<file path="config.mk">
export PLATFORM = sky130hd
export DESIGN_NAME = operand_accumulator
export DESIGN_NICKNAME = d
export VERILOG_FILES = /design/src/rtl/operand_accumulator_pkg.sv /design/src/rtl/operand_accumulator_acc_add.sv /design/src/rtl/operand_accumulator.sv
export SDC_FILE = /design/constraint.sdc
export NUM_CORES = 1
export LEC_CHECK = 0
export ABC_AREA = 1
export CORE_ASPECT_RATIO = 1.4
export CORE_MARGIN = 10
export CORE_UTILIZATION = 40
export CTS_CLUSTER_DIAMETER = 40
export DETAILED_ROUTE_END_ITERATION = 8
export GPL_TIMING_DRIVEN = 0
export PLACE_DENSITY = 0.67
export SYNTH_ARGS = -nofsm -noshare
export SYNTH_HDL_FRONTEND = slang
export SYNTH_SLANG_ARGS = --single-unit
</file>
<file path="constraint.sdc">
create_clock -name clk -period 2.8 [get_ports clk]
set_input_delay 0.28 -clock clk [delete_from_list [all_inputs] [get_ports clk]]
set_output_delay 0.28 -clock clk [all_outputs]
set_load 0.02 [all_outputs]
</file>
<file path="src/rtl/operand_accumulator_pkg.sv">
// Shared definitions for the operand accumulator: FSM state encoding and
// default width constants.
package operand_accumulator_pkg;

  localparam int unsigned DEF_DATA_W = 4;
  localparam int unsigned DEF_ACC_W  = 8;
  localparam int unsigned DEF_CNT_W  = 5;

  typedef enum logic [1:0] {
    IDLE = 2'd0,
    ACC  = 2'd1,
    OUT  = 2'd2
  } state_t;

endpackage

</file>
<file path="src/rtl/operand_accumulator_acc_add.sv">
// Combinational ACC_W-bit adder with carry-in and carry-out, used by the
// accumulator datapath.
module acc_add
  import operand_accumulator_pkg::*;
#(
  parameter int unsigned ACC_W = DEF_ACC_W
) (
  input  logic [ACC_W-1:0] a,
  input  logic [ACC_W-1:0] b,
  input  logic             cin,
  output logic [ACC_W-1:0] sum,
  output logic             cout
);

  logic [ACC_W:0] w_full;

  assign w_full = {1'b0, a} + {1'b0, b} + {{ACC_W{1'b0}}, cin};
  assign sum    = w_full[ACC_W-1:0];
  assign cout   = w_full[ACC_W];

endmodule

</file>
<file path="src/rtl/operand_accumulator.sv">
// Accumulates a burst of unsigned operands (terminated by in_last) and
// presents total, saturating operand count and overflow flag on a
// valid/ready result port.
module operand_accumulator
  import operand_accumulator_pkg::*;
#(
  parameter int unsigned DATA_W = DEF_DATA_W,
  parameter int unsigned ACC_W  = DEF_ACC_W,
  parameter int unsigned CNT_W  = DEF_CNT_W
) (
  input  logic              clk,
  input  logic              rst_n,
  input  logic              in_valid,
  output logic              in_ready,
  input  logic [DATA_W-1:0] in_data,
  input  logic              in_last,
  output logic              out_valid,
  input  logic              out_ready,
  output logic [ACC_W-1:0]  out_sum,
  output logic [CNT_W-1:0]  out_count,
  output logic              out_ovf
);

  state_t             r_state;
  state_t             w_next;
  logic [ACC_W-1:0]   r_acc;
  logic [CNT_W-1:0]   r_cnt;
  logic               r_ovf;
  logic [ACC_W-1:0]   w_data_ext;
  logic [ACC_W-1:0]   w_sum;
  logic               w_cout;
  logic               w_in_fire;

  assign w_data_ext = {{(ACC_W-DATA_W){1'b0}}, in_data};
  assign w_in_fire  = in_valid & in_ready;

  acc_add #(
    .ACC_W (ACC_W)
  ) u_acc_add (
    .a    (r_acc),
    .b    (w_data_ext),
    .cin  (1'b0),
    .sum  (w_sum),
    .cout (w_cout)
  );

  always_ff @(posedge clk) begin
    if (!rst_n) begin
      r_state <= IDLE;
    end else begin
      r_state <= w_next;
    end
  end

  always_comb begin
    w_next = r_state;
    case (r_state)
      IDLE: begin
        if (w_in_fire) begin
          w_next = in_last ? OUT : ACC;
        end
      end
      ACC: begin
        if (w_in_fire && in_last) begin
          w_next = OUT;
        end
      end
      OUT: begin
        if (out_ready) begin
          w_next = IDLE;
        end
      end
      default: w_next = IDLE;
    endcase
  end

  // Handshake outputs are gated by rst_n so nothing is offered while reset
  // is held, whatever state the register still holds.
  always_comb begin
    in_ready  = 1'b0;
    out_valid = 1'b0;
    case (r_state)
      IDLE, ACC: in_ready  = rst_n;
      OUT:       out_valid = rst_n;
      default: begin
        in_ready  = 1'b0;
        out_valid = 1'b0;
      end
    endcase
  end

  assign out_sum   = out_valid ? r_acc : '0;
  assign out_count = out_valid ? r_cnt : '0;
  assign out_ovf   = out_valid & r_ovf;

  always_ff @(posedge clk) begin
    if (!rst_n) begin
      r_acc <= '0;
      r_cnt <= '0;
      r_ovf <= 1'b0;
    end else if (w_in_fire) begin
      if (r_state == IDLE) begin
        r_acc <= w_data_ext;
        r_cnt <= CNT_W'(1);
        r_ovf <= 1'b0;
      end else begin
        r_acc <= w_sum;
        if (r_cnt != '1) begin
          r_cnt <= r_cnt + CNT_W'(1);
        end
        r_ovf <= r_ovf | w_cout;
      end
    end
  end

endmodule
</file>
==> flow_summary.yaml <==
cells_and_area:
  n_antenna_cell: 0
  fill_cells: 260
  final_net_count: 199
  multi_input_area_um2: 576
  synthToLayoutAreaGrowth_pct: 31.0
  final_cells: 216
  post-route-cell-area_um2: 1350
  seqCellArea_um2: 320
  drive_gt1_share_pct: 8.24
  layout_common_cells: "nand2_1, nor2_1, inv_1, clkdlybuf4s50_1, dfxtp_1"
  layout_commonest_cell: "nand2_1"
drt:
  vias_per_cell: 4.95
  wl_um: 2700
  routedWlPerCell_um: 12.5
  ant_nets: 0
  remaining_drc_errors: 0
  drtIter0Drc: 30
  dr_total_vias: 1069
  drt_first_pass_iters: 5
worst_setup_path:
  r2r_cells: 9
  r2r_slack_ps: 1010
  critical_path_class: "in -> out"
  critPathCaptureType: "output port"
  required_ps: 2520
  arrival_ps: 2250
  r2r_start: "r_acc[0]$_SDFFE_PN0P_"
  worstSetupStartpointType: "input port"
  cp_max_fo: 10
  crit_start: "rst_n"
grt:
  grt_pass1_vias: 1087
  grt_pass1_wl_um: 4770
  grt_util_all_layers_pct: 11.4
  grt_max_degree: 11
  antenna_found_initial: 0
  gr-total-overflow: 0
power:
  swShare_pct: 30.9
  p_int_uw: 366
  ir_drop_v: 0.000197
  power_uw: 529
  leakage_uw: 0.000541
  pwr-share-seq_pct: 46.8
  power_density_nw_per_um2: 392
  clockPowerShare_pct: 30.7
  net-switching-power_uw: 163
  combPwrFrac_pct: 22.5
floorplanning:
  core-area_um2: 2420
  dieArea_um2: 5030
  start_util_pct: 42.6
  die_w_um: 62.9
  io_pins: 25
  die_y_um: 80.0
  rows: 21
sta:
  fin_skew_ps: 4.17
  setup_viol: 0
  setup_tns_ps: 0
  max-slew-margin-rel_pct: 73.4
  holdWs_ps: 472
  drv_slew: 0
  tightestPinTransition_ps: 398
  max_freq_ghz: 0.396
  grt_setup_unrepaired: "no"
  min_period_over_period_pct: 90.3
  period_needed_ps: 2530
  finalHoldViolCount: 0
cts:
  clock_sinks: 16
  postCtsHoldBufs: 0
  clkTransAtPathRegs_ps: 100
  cts_made_buffers: 3
  root_buffer: "clkbuf_4"
  cts_setup_buffers: 0
  clockBufferDepth: 2
  cts_tree: "built"
  ctsResizeCount: 0
  htreeDepth: 1
  clk_latency_ps: 300
yosys:
  netlist_instances: 154
  synth_area_um2: 1030
  yosysWarnings: 0
  yosys-top-cells-area: "dfxtp_1, nand2_1, nor2_1"
  synth_area_leader_cell: "dfxtp_1"
  synth.ff_latch_count: 16
  yosysSeqAreaShare_pct: 31.1
  syn_nets: 170
  syn_area_per_cell_um2: 6.69
  synth_cell_types: 23
  synth_top_cell_area_share_pct: 31.1
worst_hold_path:
  hold_class: "reg -> reg"
  min_from: "r_ovf$_SDFFE_PN0P_"
  holdPathStages: 2
place:
  portBuffers: 24
  gp_congestion: 0.758
  placed_area_um2: 1310
  dp_hpwl_um: 2170
  dp_cells: 212
job:
  drv_cap: 0
run_status:
  status: "complete, no violations"
-- power by group through the flow --
stage	clock [uW]	sequential [uW]	combinational (uW)
finish	162	248	119
global route	173	249	134
CTS	163	247	120
detailed placement	0	253	119
global placement	0	252	113
floorplan	0	250	78.6
-- per-layer routing --
layer | up-vias | track usage, % | part of all wire (%)
li1 | 547 | - | -
met1 | 487 | 11.4 | 41
met2 | 30 | 21.3 | 51
met3 | 5 | 2.11 | 5.1
met4 | 0 | 6.95 | 2.5
met5 | - | 0 | 0
-- logic make-up (layout without fill, tap and decap cells) --
kind of cell / count (synthesis) / count (layout) / synth area share (%)
AOI/OAI and AO/OA: 26 / 26 / 15.4
xor gates and xnor gates: 1 / 1 / 0.851
adders and majority gates: 7 / 7 / 9.23
buffers and inverters: 31 / 59 / 13.0
DFF: 16 / 16 / 31.1
and+or+nand+nor: 73 / 73 / 30.4
-- per-stage QoR --
| step | utilization (%) | worst slack [ps] |
|---|---|---|
| 2_1_floorplan | - | 898 |
| 3_3_place_gp | 54.3 | 289 |
| 3_5_place_dp | 54.3 | 281 |
| 4_1_cts | 55.8 | 273 |
| 5_1_grt | 55.8 | 81.2 |
| 6_report | 55.8 | 272 |
-- final cells by class --
cell class,count,share of cell area (%)
clock buffers,4,2.69
multi-input cells,107,42.7
flip-flops and latches,16,23.7
repair buffers,24,17.8
plain buffers,2,1.86
well taps,34,3.15
inverters,29,8.07
-- worst paths after layout --
check	end
worst max-delay path	out_count[2]
worst min-delay path	r_ovf$_SDFFE_PN0P_
worst max register to register	r_acc[6]$_SDFFE_PN0P_
worst min register to register	r_ovf$_SDFFE_PN0P_
-- registers in the layout (all words and copies together), names as in the netlist --
signal / cells
r_ovf: 1
r_cnt: 5
r_acc: 8
r_state: 2
-- synthesized netlist by cell type --
library cell  instances
nor2_1               28
nor3_1                2
xnor2_1               1
o2bb2ai_1             1
inv_2                 4
a21oi_4               1
nand3_2               1
o31ai_1               1
buf_6                 1
nand3_1              10
inv_1                25
o32ai_1               2
nand2_1              29
nor2_4                1
a21oi_1              11
nand4_1               1
ha_1                  6
clkbuf_8              1
dfxtp_1              16
fa_1                  1
o21ai_2               1
nand2_4               1
o21ai_0               9
-- critical path, cell delays in order --
cell and delay (ps):
clkdlybuf4s50_1 540, inv_2 130, nor3_1 260, inv_2 130, clkbuf_8 190, nor2_1 100, clkdlybuf4s50_1 610
(Power assumes the default switching activity.)
